File: src/rtl/fetch_unit.sv
// fetch_unit: instruction fetch stage with IF/ID register, one-entry hold
// buffer for decode stalls, and a two-bubble redirect for jumps/branches.
// Instruction memory is synchronous: InstrData returns the word addressed
// by InstrAddr on the previous cycle, so the word currently on InstrData
// always belongs to address PC - PC_STEP.
module fetch_unit #(
   parameter logic [31:0] RESET_PC   = 32'h0,
   parameter logic [31:0] PC_STEP    = 32'd1,
   parameter logic [4:0]  NOP_OPCODE = 5'b10111
) (
   input  logic        clk,
   input  logic        reset,
   input  logic        stall,
   input  logic [1:0]  MuxDireccionPC,
   input  logic [31:0] JumpAddr,
   input  logic [31:0] BranchAddr,
   output logic [31:0] InstrAddr,
   input  logic [31:0] InstrData,
   output logic [31:0] Instruction,
   output logic [4:0]  Opcode,
   output logic [4:0]  OpCodeIDEXOUT,
   output logic [31:0] PCOut,
   output logic        Valid
);

   localparam logic [31:0] NOP_WORD = {NOP_OPCODE, 27'b0};

   typedef enum logic [1:0] {
      S_FILL  = 2'd0,
      S_RUN   = 2'd1,
      S_FLUSH = 2'd2
   } state_t;

   state_t      state, state_nx;

   logic [31:0] pc, pc_nx;
   logic [31:0] instr, instr_nx;
   logic [31:0] pc_out, pc_out_nx;
   logic        valid, valid_nx;
   logic [4:0]  idex_op, idex_op_nx;
   logic [31:0] hold_data, hold_data_nx;
   logic        hold_valid, hold_valid_nx;

   logic        take_jump;
   logic        take_branch;
   logic        redirect;

   // Modulo-2^32 PC arithmetic; overflow wraps silently.
   function automatic logic [31:0] pc_inc(input logic [31:0] p);
      return p + PC_STEP;
   endfunction

   function automatic logic [31:0] pc_dec(input logic [31:0] p);
      return p - PC_STEP;
   endfunction

   assign take_jump   = (MuxDireccionPC == 2'b01);
   assign take_branch = (MuxDireccionPC == 2'b10);
   assign redirect    = take_jump | take_branch;

   // Registered outputs; Opcode is the only combinational output.
   assign InstrAddr     = pc;
   assign Instruction   = instr;
   assign Opcode        = instr[31:27];
   assign OpCodeIDEXOUT = idex_op;
   assign PCOut         = pc_out;
   assign Valid         = valid;

   // FSM state register.
   always_ff @(posedge clk) begin
      if (reset) begin
         state <= S_FILL;
      end else begin
         state <= state_nx;
      end
   end

   // Next-state and next-value logic for PC, IF/ID, ID/EX opcode and hold buffer.
   always_comb begin
      state_nx      = state;
      pc_nx         = pc;
      instr_nx      = instr;
      pc_out_nx     = pc_out;
      valid_nx      = valid;
      hold_data_nx  = hold_data;
      hold_valid_nx = hold_valid;
      idex_op_nx    = Opcode;

      // A taken branch squashes the instruction in decode; a stall in RUN
      // inserts a bubble into execute. A jump still advances into execute.
      if (take_branch) begin
         idex_op_nx = NOP_OPCODE;
      end else if (!take_jump && (state == S_RUN) && stall) begin
         idex_op_nx = NOP_OPCODE;
      end

      if (redirect) begin
         // Redirect wins over everything: the in-flight memory word is
         // wrong-path, so IF/ID takes a bubble and FLUSH drops the next one.
         pc_nx         = take_jump ? JumpAddr : BranchAddr;
         instr_nx      = NOP_WORD;
         valid_nx      = 1'b0;
         hold_valid_nx = 1'b0;
         state_nx      = S_FLUSH;
      end else begin
         unique case (state)
            S_FILL, S_FLUSH: begin
               // No usable word on InstrData yet; stall is ignored here.
               instr_nx = NOP_WORD;
               valid_nx = 1'b0;
               pc_nx    = pc_inc(pc);
               state_nx = S_RUN;
            end
            S_RUN: begin
               if (stall) begin
                  // PC holds, so the memory will re-read PC next cycle and
                  // the word for PC - PC_STEP would be lost; park it once.
                  if (!hold_valid) begin
                     hold_data_nx  = InstrData;
                     hold_valid_nx = 1'b1;
                  end
               end else begin
                  instr_nx      = hold_valid ? hold_data : InstrData;
                  pc_out_nx     = pc_dec(pc);
                  valid_nx      = 1'b1;
                  hold_valid_nx = 1'b0;
                  pc_nx         = pc_inc(pc);
               end
            end
            default: begin
               instr_nx = NOP_WORD;
               valid_nx = 1'b0;
               state_nx = S_FILL;
            end
         endcase
      end
   end

   // PC, IF/ID, ID/EX opcode and hold-valid registers with reset values.
   always_ff @(posedge clk) begin
      if (reset) begin
         pc         <= RESET_PC;
         instr      <= NOP_WORD;
         pc_out     <= RESET_PC;
         valid      <= 1'b0;
         idex_op    <= NOP_OPCODE;
         hold_valid <= 1'b0;
      end else begin
         pc         <= pc_nx;
         instr      <= instr_nx;
         pc_out     <= pc_out_nx;
         valid      <= valid_nx;
         idex_op    <= idex_op_nx;
         hold_valid <= hold_valid_nx;
      end
   end

   // Hold buffer data; only meaningful while hold_valid is set.
   always_ff @(posedge clk) begin
      hold_data <= hold_data_nx;
   end

endmodule

File: config.mk
export PLATFORM = sky130hd
export DESIGN_NAME = fetch_unit
export DESIGN_NICKNAME = d
export VERILOG_FILES = /design/src/rtl/fetch_unit.sv
export SDC_FILE = /design/constraint.sdc
export NUM_CORES = 1
export LEC_CHECK = 0
export ABC_AREA = 1
export CORE_MARGIN = 5
export CORE_UTILIZATION = 44
export CTS_CLUSTER_DIAMETER = 120
export CTS_CLUSTER_SIZE = 8
export DETAILED_ROUTE_END_ITERATION = 8
export PLACE_DENSITY = 0.77
export SETUP_SLACK_MARGIN = 0.3
export SYNTH_ARGS = -nofsm -noshare
export SYNTH_HDL_FRONTEND = slang
export SYNTH_SLANG_ARGS = --single-unit
File: constraint.sdc
create_clock -name clk -period 2.9 [get_ports clk]
set_input_delay 0.29 -clock clk [delete_from_list [all_inputs] [get_ports clk]]
set_output_delay 0.29 -clock clk [all_outputs]
set_load 0.02 [all_outputs]
# Word level (Yosys, flattened, before mapping)
# Index checks and enable logic that the tools add are counted.
[classes]
n_addsub = 2
n_eq_ne = 6
n_mux = 8
n_bitwise = 4
n_reduce_logical = 12
[op_table]
columns = ["op", "n"]
rows = [
  ["2-to-1 mux 32 bit", 4],
  ["one-hot mux 32 bit (2 select lines)", 1],
  ["adder 32 x 1 -> 32 bit, second input constant", 1],
  ["subtractor 32 x 1 -> 32 bit, second input constant", 1],
  ["AND reduction 3 bit", 2],
  ["OR reduction 3 bit", 2],
  ["equality test 2 x 1 -> 1 bit, second input constant", 2],
  ["equality test 2 bit, second input constant", 2],
  ["one-hot mux 2 bit (2 select lines)", 1],
  ["OR reduction 2 bit", 2],
  ["inequality test 3 bit, second input constant", 1],
  ["inverter 1 bit", 3],
  ["nonzero test 3 bit", 1],
  ["logical AND 1 bit", 2],
  ["zero test 2 bit", 1],
  ["2-to-1 mux 2 bit", 1],
  ["inequality test 2 bit, second input constant", 1],
  ["AND reduction 2 bit", 1],
  ["zero test 1 bit", 1],
  ["2-to-1 mux 1 bit", 1],
  ["OR 1 bit", 1],
]
[totals]
register_bits = 137
input_bits = 101
out_inout_bits = 107

# Longest topological paths before layout
[depth]
word_depth = 5
ltp_mapped = 11
depth_no_buf = 10

# Worst setup path before layout
# OpenSTA, ideal clock, no wires.
[synth_timing]
path_type = "input to register"
start = "in MuxDireccionPC[0]"
end = "reg hold_data[0] (enable)"
setup_time_ps = 421
arrival_ps = 2337
required_time_ps = 2479
slack_ps = 142
stages = 6
n_path_buf = 2
cell_sequence = "inv_1 ha_1 buf_4 inv_2 clkbuf_1 nor2_1"
[synth_via]
elab_chain_cells = 4
elab_cells_between_ends = 5
cone_classes = "2 x eq/ne; 2 x bitwise; 1 x reduce/logical"
[synth_lines]
columns = ["element", "line", "rtl"]
rows = [
  ["from (decl)", "14", "input logic [1:0] MuxDireccionPC,"],
  ["equality test 2 x 1 -> 1 bit / equality test 2 bit (equally long branches)", "57, 58", ""],
  ["OR 1 bit *", "59", "assign redirect = take_jump | take_branch;"],
  ["inverter 1 bit (no line) *", "--", ""],
  ["AND reduction 3 bit (no line) *", "--", ""],
  ["to (signal assigned)", "160", "hold_data <= hold_data_nx;"],
  ["to (decl)", "41", "logic [31:0] hold_data, hold_data_nx;"],
]
# Mark *: on every way between the ends. The rest lies on a longest branch, timed or not.
# A chain may end at the register's enable or synchronous reset.

# Worst setup path after layout
[layout_timing]
start = "reg pc[17], in the netlist InstrAddr[17]"
end = "out InstrAddr[17]"
[layout_lines]
columns = ["element", "line", "rtl"]
rows = [
  ["from (decl)", "36", "logic [31:0] pc, pc_nx;"],
  ["from (signal assigned)", "149", "pc <= pc_nx;"],
  ["to (decl)", "17", "output logic [31:0] InstrAddr,"],
]
# No word-level cell between the ends.

==> implementation parameters <==
Parameter                              Value

Floorplanning
  Initial Utilization ... 0.4438
  Die height ... 141.4 µm
  Total die area ... between 15000 and 20000 µm²
  IO Count ... about 210
  Cell Rows ... 48
  Die W ... around 140 µm
  Area inside the core boundary ... roughly 17000 µm²

Drt
  Antenna Nets Post-Route ... 0
  Number of vias per cell after detailed routing ... 5.161
  Number of DRC markers after the initial detailed-route iteration ... 500
  Routed WL per cell ... around 16 µm
  Detailed-route via count ... between 7k and 8k
  Total wire length after detailed routing ... 23.94 mm
  Drt first pass iters ... 5
  Drt drc ... 0

Place
  Placement-stage cell area ... about 9700 µm²
  Detail Placement HPWL ... between 15 and 20 mm
  Weighted congestion at the end of routability-driven global placement ... approximately 0.94
  Number of placed cells counting well taps ... approximately 1.5k
  PortBufs ... just over 200
  Pre-CTS setup slack ... ~670 ps

Critical path
  Worst Path Max Fanout ... 9
  Data required, critical path ... between 2000 and 3000 ps
  Ordered cell list for the critical path ... clkdlybuf4s50_1
  Critical path class ... flop to output port
  Cell with the largest stage delay on the worst path ... clkdlybuf4s50_1
  Kind of capture point of the worst setup path ... output port
  Setup slack, reg-to-reg ... approximately 980 ps
  Delay of the slowest cell on the worst path ... 710 ps
  Data arrival time at the worst-slack endpoint ... 1770 ps
  Worst Setup Start Kind ... flop
  Worst reg2reg startpoint ... InstrAddr[0]
  Reg-to-reg critical path endpoint ... PCOut[14]
  Count of buffering cells on the critical path with inverters included ... 1
  Number of cell instances on the worst register-to-register path ... 8
  Top Family by Delay on Critical Path ... buffers and inverters

Clocking
  Worst-case clock buffer depth ... 2
  Clock Sink Count ... between 100 and 150
  Number of buffers inserted by hold repair at cts ... 0
  Root cell of the clock tree ... clkbuf_16
  Clock network latency to the later pin of the worst-skew pair ... 420 ps
  TritonCTS clock tree ... done
  Clock buffer count from CTS ... 17
  CTS resizes ... 0
  H-tree level count ... 4
  Post-CTS setup buffer count ... 0
  Clock slew at reported path FFs ... ~60 ps

Final layout
  Post-layout instance area ... 10300 µm²
  Filler-free cell count of the finished design ... 1495
  Total number of nets in the final design ... between 1k and 1.5k
  Fraction of final layout cells sized beyond drive strength 1 ... 0.09134
  Area growth syn-to-layout ... 35.61%
  Antenna diode count ... 0
  # fillers ... approximately 1.6k

Pwr
  Power density over the cells ... between 500 and 600 nW/µm²
  Leakage Power ... between 4 and 5 nW
  Peak ir drop on the vdd network ... approximately 0.47 mV

Timing
  Actual slew at the worst max-slew pin ... 1105 ps
  Fmax ... slightly below 500 MHz
  Slew margin rel. ... 0.2625
  Final hold vios ... 0
  Setup Total Neg Slack ... 0 ps
  Min cycle time layout ... ~2100 ps
  Skew final ... roughly 13 ps
  Setup repair after global routing missed its margin ... false
  Final count of pins violating max slew ... 0
  Setup violation total in the final timing report ... 0
  Crit path setup slack, layout ... 841.7 ps
  Portion of the clock cycle consumed by the worst path in the final layout ... 0.7097

Hold path
  Worst Hold Path Cells ... 1
  Endpoint with the worst hold slack ... state[0]
  Hold Crit Class ... flop to flop
  Hold path start ... state[1]

Logic synthesis
  Number of instances in the synthesized netlist ... about 1.1k
  Share of the yosys chip area belonging to registers ... 0.4032
  Post-Syn Nets ... ~1.2k
  Flops & latches, synth ... 137
  Primary flip-flop cell chosen by synthesis mapping ... dfxtp_1
  Count of synthesis-stage warnings from yosys ... 0
  Share of flip-flops with an asynchronous set or reset after synthesis ... 0
  Netlist area before placement ... roughly 7600 µm²
  Yosys cell types ... 36
  Mean instance size in the synthesized netlist ... 7.001 µm²
  Post-synth EDFFs ... 32

GRT
  Antenna violations before repair ... 0
  Maximum number of pins on one net before global-route repair ... slightly above 40
  Via count of the first global-routing pass ... 7353
  Wire length of the first global-routing pass ... around 38 mm
  Total congestion overflow ... 0
  Global-route usage over all layers ... 0.2345

Run
  Total of max-cap violations ... 0

Status
  Run status ... completed
[layout make-up]
cell class	instances	area (µm²)	area share
flip-flops and latches	137	3063	0.2973
clock buffers	19	442.9	0.04300
well taps	225	281.5	0.02733
multi-input cells	798	3865	0.3752
inverters	83	311.5	0.03024
clock inverters	13	167.7	0.01628
repair buffers	220	2170	0.2106
[cell usage after synthesis (5+ instances only)]
cell	instances	area share
a21oi_1	69	0.045
inv_1	78	0.039
nand4_1	7	0.0058
xor2_1	10	0.012
nand3_1	53	0.035
xnor2_1	5	0.0058
nor2_4	8	0.012
mux2_2	32	0.047
buf_4	16	0.016
nor2_1	207	0.10
inv_2	5	0.0025
o21ai_1	10	0.0066
nand2_1	255	0.13
buf_2	22	0.014
dfxtp_1	105	0.28
a31oi_1	8	0.0066
o21ai_0	93	0.061
clkbuf_1	17	0.0084
buf_1	5	0.0025
edfxtp_1	32	0.13
nor2_2	16	0.013
[through the flow]
stage                 util  power, mW  hold WS, ps
detailed placement  0.5662      3.370        459.3
global route        0.6018      5.815        487.7
floorplan                -      2.900        428.8
finish              0.6018      5.581        465.3
global placement    0.5662      3.354        450.9
CTS                 0.6018      5.603        468.0
[cells by family after synthesis]
kind of cell	synth area share
and+or+nand+nor	0.3084
adders and majority gates	0.006589
buffers and inverters	0.08928
muxes	0.04744
DFF	0.4032
AOI/OAI and AO/OA	0.1278
xor gates and xnor gates	0.01729
[registers in the layout, indices dropped and copies added (netlist names)]
signal and flops:
state 2, Instruction 32, InstrAddr 32, PCOut 32, Valid 1, hold_data 32, OpCodeIDEXOUT 5, hold_valid 1
[worst max path at each step]
stage / from / to / slack (ps) / cells past startpoint
after floorplan: MuxDireccionPC[0] / hold_data[0] / 660 / 6
after global placement: MuxDireccionPC[0] / PCOut[5] / 710 / 9
after detailed placement: MuxDireccionPC[0] / InstrAddr[21] / 670 / 8
after CTS: InstrAddr[17] / InstrAddr[17] / 810 / 1
after global routing: InstrAddr[17] / InstrAddr[17] / 800 / 1
final: InstrAddr[17] / InstrAddr[17] / 840 / 1
[report_power, final]
part	internal (mW)	total [mW]	switching (mW)
registers	2.04	2.20	0.159
clock network	1.38	2.24	0.858
logic	0.481	1.14	0.660
total	3.90	5.58	1.68
[routing by layer]
layer  vias up  part of all wire  global-route usage
li1       3835                 -                   -
met1      3490              0.41              0.2919
met2       344              0.48              0.4071
met3        47             0.079             0.04415
met4         0             0.025             0.08232
met5         -                 0                   0
[worst reg2reg max path: cells and delay by family, from the launching register on]
kind                       cells  cell delay [ps]
AOI/OAI and AO/OA              1              180
xor gates and xnor gates       1              170
adders and majority gates      1              350
buffers and inverters          3              350
DFF                            1              380
and+or+nand+nor                2              390
[cells in the final DEF, fill, tap and decap left out, drive strengths merged, types with 3 or more instances in the layout]
cell type        n
ha               4
nand2          262
xor2            10
xnor2            5
inv             85
clkinv           6
clkdlybuf4s50  207
nor2           231
o21ai          103
nand4            7
a211oi           3
dfxtp          105
bufinv           3
mux2            32
a31oi            8
clkbuf          19
a21oi           69
nand3           54
edfxtp          32
buf             13
No activity file was read; power rests on OpenSTA's default activity.
